==> src/rtl/int_issue_queue.sv <==
// Age-ordered integer/branch reservation queue: dispatch, CDB wakeup, oldest-ready
// select through a single-cycle ALU, and issue with in-place compaction.
module int_issue_queue #(
  parameter int DEPTH  = 4,
  parameter int DATA_W = 32
) (
  input  logic              clock,
  input  logic              nreset,
  input  logic              flush_valid,
  input  logic              disp_valid,
  input  logic [2:0]        disp_opcode,
  input  logic [4:0]        disp_tag,
  input  logic              disp_rs_valid,
  input  logic [DATA_W-1:0] disp_rs_data,
  input  logic [4:0]        disp_rs_tag,
  input  logic              disp_rt_valid,
  input  logic [DATA_W-1:0] disp_rt_data,
  input  logic [4:0]        disp_rt_tag,
  output logic              disp_full,
  input  logic              cdb_valid,
  input  logic [4:0]        cdb_tag,
  input  logic [DATA_W-1:0] cdb_data,
  output logic              int_ready,
  output logic [DATA_W-1:0] int_dout,
  output logic [4:0]        int_tag,
  output logic              int_branch,
  output logic              int_branch_taken,
  input  logic              int_issue
);

  localparam int CW = $clog2(DEPTH + 1);
  localparam int IW = $clog2(DEPTH);

  localparam logic [2:0] OP_ADD = 3'd0, OP_SUB = 3'd1, OP_AND = 3'd2, OP_OR  = 3'd3,
                         OP_XOR = 3'd4, OP_SLT = 3'd5, OP_BEQ = 3'd6, OP_BNE = 3'd7;

  function automatic logic [DATA_W-1:0] alu_result(input logic [2:0] op,
                                                   input logic signed [DATA_W-1:0] a,
                                                   input logic signed [DATA_W-1:0] b);
    case (op)
      OP_ADD:  return a + b;
      OP_SUB:  return a - b;
      OP_AND:  return a & b;
      OP_OR:   return a | b;
      OP_XOR:  return a ^ b;
      OP_SLT:  return DATA_W'(a < b);
      default: return '0;
    endcase
  endfunction

  function automatic logic branch_taken(input logic [2:0] op,
                                        input logic [DATA_W-1:0] a,
                                        input logic [DATA_W-1:0] b);
    case (op)
      OP_BEQ:  return a == b;
      OP_BNE:  return a != b;
      default: return 1'b0;
    endcase
  endfunction

  logic [DEPTH-1:0]  busy, n_busy;
  logic [CW-1:0]     count, n_count;
  logic [2:0]        opcode   [DEPTH], n_opcode   [DEPTH];
  logic [4:0]        tag      [DEPTH], n_tag      [DEPTH];
  logic              rs_valid [DEPTH], n_rs_valid [DEPTH], w_rs_valid [DEPTH];
  logic [DATA_W-1:0] rs_data  [DEPTH], n_rs_data  [DEPTH], w_rs_data  [DEPTH];
  logic [4:0]        rs_tag   [DEPTH], n_rs_tag   [DEPTH];
  logic              rt_valid [DEPTH], n_rt_valid [DEPTH], w_rt_valid [DEPTH];
  logic [DATA_W-1:0] rt_data  [DEPTH], n_rt_data  [DEPTH], w_rt_data  [DEPTH];
  logic [4:0]        rt_tag   [DEPTH], n_rt_tag   [DEPTH];

  logic          sel_found;
  logic [IW-1:0] sel_idx;
  logic          do_issue, do_disp;
  logic [IW-1:0] wr_idx;

  assign disp_full = (count == CW'(DEPTH));
  assign do_issue  = int_issue && sel_found;
  assign do_disp   = disp_valid && !disp_full;

  // Select: oldest busy entry with both operands present
  always_comb begin
    sel_found = 1'b0;
    sel_idx   = '0;
    for (int i = 0; i < DEPTH; i++) begin
      if (!sel_found && busy[i] && rs_valid[i] && rt_valid[i]) begin
        sel_found = 1'b1;
        sel_idx   = IW'(i);
      end
    end
  end

  always_comb begin
    int_ready        = sel_found;
    int_dout         = '0;
    int_tag          = '0;
    int_branch       = 1'b0;
    int_branch_taken = 1'b0;
    if (sel_found) begin
      int_dout         = alu_result(opcode[sel_idx], rs_data[sel_idx], rt_data[sel_idx]);
      int_tag          = tag[sel_idx];
      int_branch       = (opcode[sel_idx] == OP_BEQ) || (opcode[sel_idx] == OP_BNE);
      int_branch_taken = branch_taken(opcode[sel_idx], rs_data[sel_idx], rt_data[sel_idx]);
    end
  end

  // Wakeup: waiting operands capture a matching CDB broadcast
  always_comb begin
    for (int i = 0; i < DEPTH; i++) begin
      w_rs_valid[i] = rs_valid[i];
      w_rs_data[i]  = rs_data[i];
      w_rt_valid[i] = rt_valid[i];
      w_rt_data[i]  = rt_data[i];
      if (!rs_valid[i] && cdb_valid && rs_tag[i] == cdb_tag) begin
        w_rs_valid[i] = 1'b1;
        w_rs_data[i]  = cdb_data;
      end
      if (!rt_valid[i] && cdb_valid && rt_tag[i] == cdb_tag) begin
        w_rt_valid[i] = 1'b1;
        w_rt_data[i]  = cdb_data;
      end
    end
  end

  // Compaction over the issued slot, then dispatch lands after the youngest entry
  always_comb begin
    n_busy  = busy;
    n_count = count;
    wr_idx  = count[IW-1:0] - IW'(do_issue);
    for (int i = 0; i < DEPTH; i++) begin
      int j;
      j = (do_issue && i >= int'(sel_idx)) ? i + 1 : i;
      n_opcode[i]   = opcode[i];
      n_tag[i]      = tag[i];
      n_rs_valid[i] = w_rs_valid[i];
      n_rs_data[i]  = w_rs_data[i];
      n_rs_tag[i]   = rs_tag[i];
      n_rt_valid[i] = w_rt_valid[i];
      n_rt_data[i]  = w_rt_data[i];
      n_rt_tag[i]   = rt_tag[i];
      if (j < DEPTH) begin
        n_busy[i]     = busy[j];
        n_opcode[i]   = opcode[j];
        n_tag[i]      = tag[j];
        n_rs_valid[i] = w_rs_valid[j];
        n_rs_data[i]  = w_rs_data[j];
        n_rs_tag[i]   = rs_tag[j];
        n_rt_valid[i] = w_rt_valid[j];
        n_rt_data[i]  = w_rt_data[j];
        n_rt_tag[i]   = rt_tag[j];
      end else begin
        n_busy[i] = 1'b0;
      end
    end
    if (do_disp) begin
      n_busy[wr_idx]     = 1'b1;
      n_opcode[wr_idx]   = disp_opcode;
      n_tag[wr_idx]      = disp_tag;
      n_rs_valid[wr_idx] = disp_rs_valid || (cdb_valid && disp_rs_tag == cdb_tag);
      n_rs_data[wr_idx]  = disp_rs_valid ? disp_rs_data : cdb_data;
      n_rs_tag[wr_idx]   = disp_rs_tag;
      n_rt_valid[wr_idx] = disp_rt_valid || (cdb_valid && disp_rt_tag == cdb_tag);
      n_rt_data[wr_idx]  = disp_rt_valid ? disp_rt_data : cdb_data;
      n_rt_tag[wr_idx]   = disp_rt_tag;
    end
    if (do_disp && !do_issue)
      n_count = count + CW'(1);
    else if (!do_disp && do_issue)
      n_count = count - CW'(1);
  end

  always_ff @(posedge clock or negedge nreset) begin
    if (!nreset) begin
      busy  <= '0;
      count <= '0;
    end else if (flush_valid) begin
      busy  <= '0;
      count <= '0;
    end else begin
      busy  <= n_busy;
      count <= n_count;
    end
  end

  // Payload is only observed through busy, so it carries no reset
  always_ff @(posedge clock) begin
    opcode   <= n_opcode;
    tag      <= n_tag;
    rs_valid <= n_rs_valid;
    rs_data  <= n_rs_data;
    rs_tag   <= n_rs_tag;
    rt_valid <= n_rt_valid;
    rt_data  <= n_rt_data;
    rt_tag   <= n_rt_tag;
  end

endmodule

==> config.mk <==
export PLATFORM = sky130hd
export DESIGN_NAME = int_issue_queue
export DESIGN_NICKNAME = d
export VERILOG_FILES = /design/src/rtl/int_issue_queue.sv
export SDC_FILE = /design/constraint.sdc
export NUM_CORES = 1
export LEC_CHECK = 0
export CORE_MARGIN = 4
export CORE_UTILIZATION = 43
export CTS_BUF_LIST = sky130_fd_sc_hd__clkbuf_8 sky130_fd_sc_hd__clkbuf_16
export CTS_CLUSTER_DIAMETER = 150
export DETAILED_ROUTE_END_ITERATION = 8
export PLACE_DENSITY = 0.58
export SLEW_MARGIN = 20
export SYNTH_ARGS = -nofsm -noshare
export SYNTH_HDL_FRONTEND = slang
export SYNTH_SLANG_ARGS = --single-unit
==> constraint.sdc <==
create_clock -name clock -period 10.9 [get_ports clock]
set_clock_uncertainty 0.1 [all_clocks]
set_input_delay 2.725 -clock clock [delete_from_list [all_inputs] [get_ports clock]]
set_output_delay 2.725 -clock clock [all_outputs]
set_load 0.02 [all_outputs]
==> flow_metrics.tcl <==
set metrics [dict create \
    status "completed" \
    synthAdderAreaFrac 0.0578 \
    place_ws_ps 1840 \
    worstHoldStart "opcode[2]" \
    grt_pass1_vias 23455 \
    whs_endpoint "opcode[2]" \
    ys.flop_type "dfxtp_1" \
    syn_area_per_cell_sq_um 7.66 \
    h-tree-depth 2 \
    slew_headroom 0.234 \
    critPathMaxFanout 57 \
    synthCells 3074 \
    clk_pin_slew_ps 60 \
    io_pins 168 \
    die_height_um 242 \
    synth_top_family_by_area "compound AO/OA/AOI/OAI gates" \
    crit_path_end_kind "output pin" \
    ys_types 81 \
    crit_type "register to output pin" \
    grt_busiest_layer "met2" \
    first_pass_iters 6 \
    gp_congestion 0.915 \
    antenna_found_initial 1 \
    ant_nets 0 \
    finalSetupViolations 0 \
    portBuffers 167 \
    start_kind "register" \
    cts_tree "yes" \
    via_count 24073 \
    cts_hold_buf 0 \
    final_nets 3280 \
    cts_resized 0 \
    grt_usage 0.304 \
    power_density_nw_per_um2 366 \
    layout_setup_ws_ps 1010 \
    ys_seq_area_frac 0.293 \
    clock_path_buffers 3 \
    synth_mux_area_frac 0.0662 \
    drv_cap 0 \
    synth_top_area_frac 0.286 \
    synth.area.top_cells "dfxtp_1 (29%), nand2_1 (9.5%), o221a_2 (9.1%)" \
    syn-cell-area_sq_um 23500 \
    rrSetupSlack_ps 4950 \
    cts_setup_buffers 0 \
    synthSimpleGateAreaFrac 0.214 \
    synth_compound_area_frac 0.277 \
    r2r_start "busy[1]" \
    drt_iter0_drc 2566 \
    overflow 0 \
    routed_via_density 6.38 \
    hold_depth 2 \
    clk_latency_ps 570 \
    grt_setup_unrepaired "no" \
    slew_violations 0 \
    cp-startpoint "rt_valid[0]" \
    arrival_ps 7060 \
    min_period_ps 9890 \
    use_met1 0.416 \
    cts_buffers 40 \
    reg2reg_to "rs_data[126]" \
    final_cell_mix "nand2_1 (585), dfxtp_1 (336), nor2_1 (265)" \
    synth_xor_xnor_area_share 0.0264 \
    wl_per_cell_um 24.7 \
    hold_violations 0 \
    period_share 0.907 \
    die-area_sq_um 58500 \
    core_area_sq_um 54000 \
    layout_commonest_cell "nand2_1" \
    synth-seq-cells 343 \
    ir_drop_mv 0.168 \
    holdWs_ps 363 \
    grt_pass1_wl_mm 142 \
    worstPathRequired_ps 8080 \
    synthArstFlopShare 0.0204 \
    hold_class "register to register" \
    ff2ff_path_depth 15 \
    fp.dieW_um 242 \
    max_freq_ghz 0.101 \
    setup_tns_ps 0 \
    syn_nets 3308 \
    rows 85 \
    initial_utilization 0.436 \
    drcViolationCount 0 \
    leakage_nw 10.6 \
    yosysTopAreaCell "dfxtp_1" \
    cts-root-buf "clkbuf_16" \
    worst_pin_slew_ps 1150 \
    grt_max_degree 86 \
    yosysWarnings 0 \
    synthToLayoutAreaGrowth_pct 14.0 \
    met2_usage 0.485 \
    utilization 0.497 \
    use_met3 0.0505 \
    drive_gt1_frac 0.116 \
    hpwl_mm 60.7 \
    synth_edf_count 0 \
    clkSinkCount 343 \
    drt_wl_total_mm 93.3 \
]
[worst max path at each step]
stage | end | slack [ps] | depth (start not counted)
4_1_cts | int_dout[28] | 1180 | 18
5_1_grt | int_dout[28] | 800 | 18
6_report | int_dout[28] | 1010 | 18
3_3_place_gp | int_dout[28] | 1860 | 18
2_1_floorplan | int_dout[28] | 3450 | 22
3_5_place_dp | int_dout[28] | 1840 | 18
[cell families after synthesis]
group	Yosys count
simple gates	1150
xor+xnor	71
fa+ha+maj	107
compound gates	873
buf+inv	383
mux	147
flops	343
[Yosys cell counts (5+ instances only)]
master	count
nand2_1	597
dfxtp_1	336
nor2_1	266
o22ai_1	263
o221a_2	190
clkbuf_1	145
mux2i_1	138
inv_1	107
a21oi_1	104
ha_1	104
o21ai_0	79
a31oi_1	73
nand2b_1	72
and2_1	71
buf_1	67
buf_2	58
xnor2_1	39
o211ai_1	33
xor2_1	32
nor3_1	25
nand3_1	24
a211oi_1	22
and3_1	16
nor2b_1	15
nor4_1	15
a21o_1	13
a22oi_1	11
or3_1	11
o21bai_1	10
o31ai_1	9
a31o_2	7
dfrtp_1	7
nor4b_1	7
or2_2	7
nand4_1	5
nand4b_1	5
[flip-flops by register name, summed over array words and instances (netlist names)]
signal,cells
rt_data,128
rs_tag,20
busy,4
opcode,12
rt_tag,20
rt_valid,4
rs_valid,4
tag,20
rs_data,128
count,3
[stage by stage]
stage / power (mW) / cell area, sq um / cells
finish: 9.82 / 26800 / 3774
global route: 10.5 / 26800 / 3773
CTS: 9.68 / 26800 / 3772
detailed placement: 8.23 / 25400 / 3700
global placement: 8.16 / 25400 / 3700
floorplan: 6.60 / 23500 / 3074
[where the power goes]
part / internal [mW] / switching [mW] / leakage [nW]
Sequential: 1.94 / 0.510 / 2.92
Clock: 0.858 / 0.565 / 0.721
Combinational: 2.33 / 3.61 / 6.96
Total: 5.13 / 4.69 / 10.6
[critical path, cell delays in order (launching register included)]
cell,delay (ps)
dfxtp_1,450
and3_1,420
nand2_1,200
o21ai_4,600
buf_12,440
mux2i_1,240
nand2_1,60
and2_1,190
ha_1,670
inv_1,200
a2111oi_2,460
o211ai_1,280
a21oi_1,260
a311oi_1,160
or2_2,370
or4_1,470
o311a_1,150
a21oi_1,200
clkdlybuf4s50_1,640
[metal layers]
layer,wire (um),vias up
li1,-,11015
met3,8340,206
met5,0,-
met4,3020,0
met2,41800,1217
met1,40100,11635
[area by class of cell]
class	count	area, sq um
multi-input combinational	2348	15300
clock inverter	19	191
fill	5285	27200
clock buffer	53	1190
inverter	107	402
sequential	343	6900
antenna	2	5.00
timing repair buffer	206	1990
tap	696	871
(Power assumes the default switching activity.)
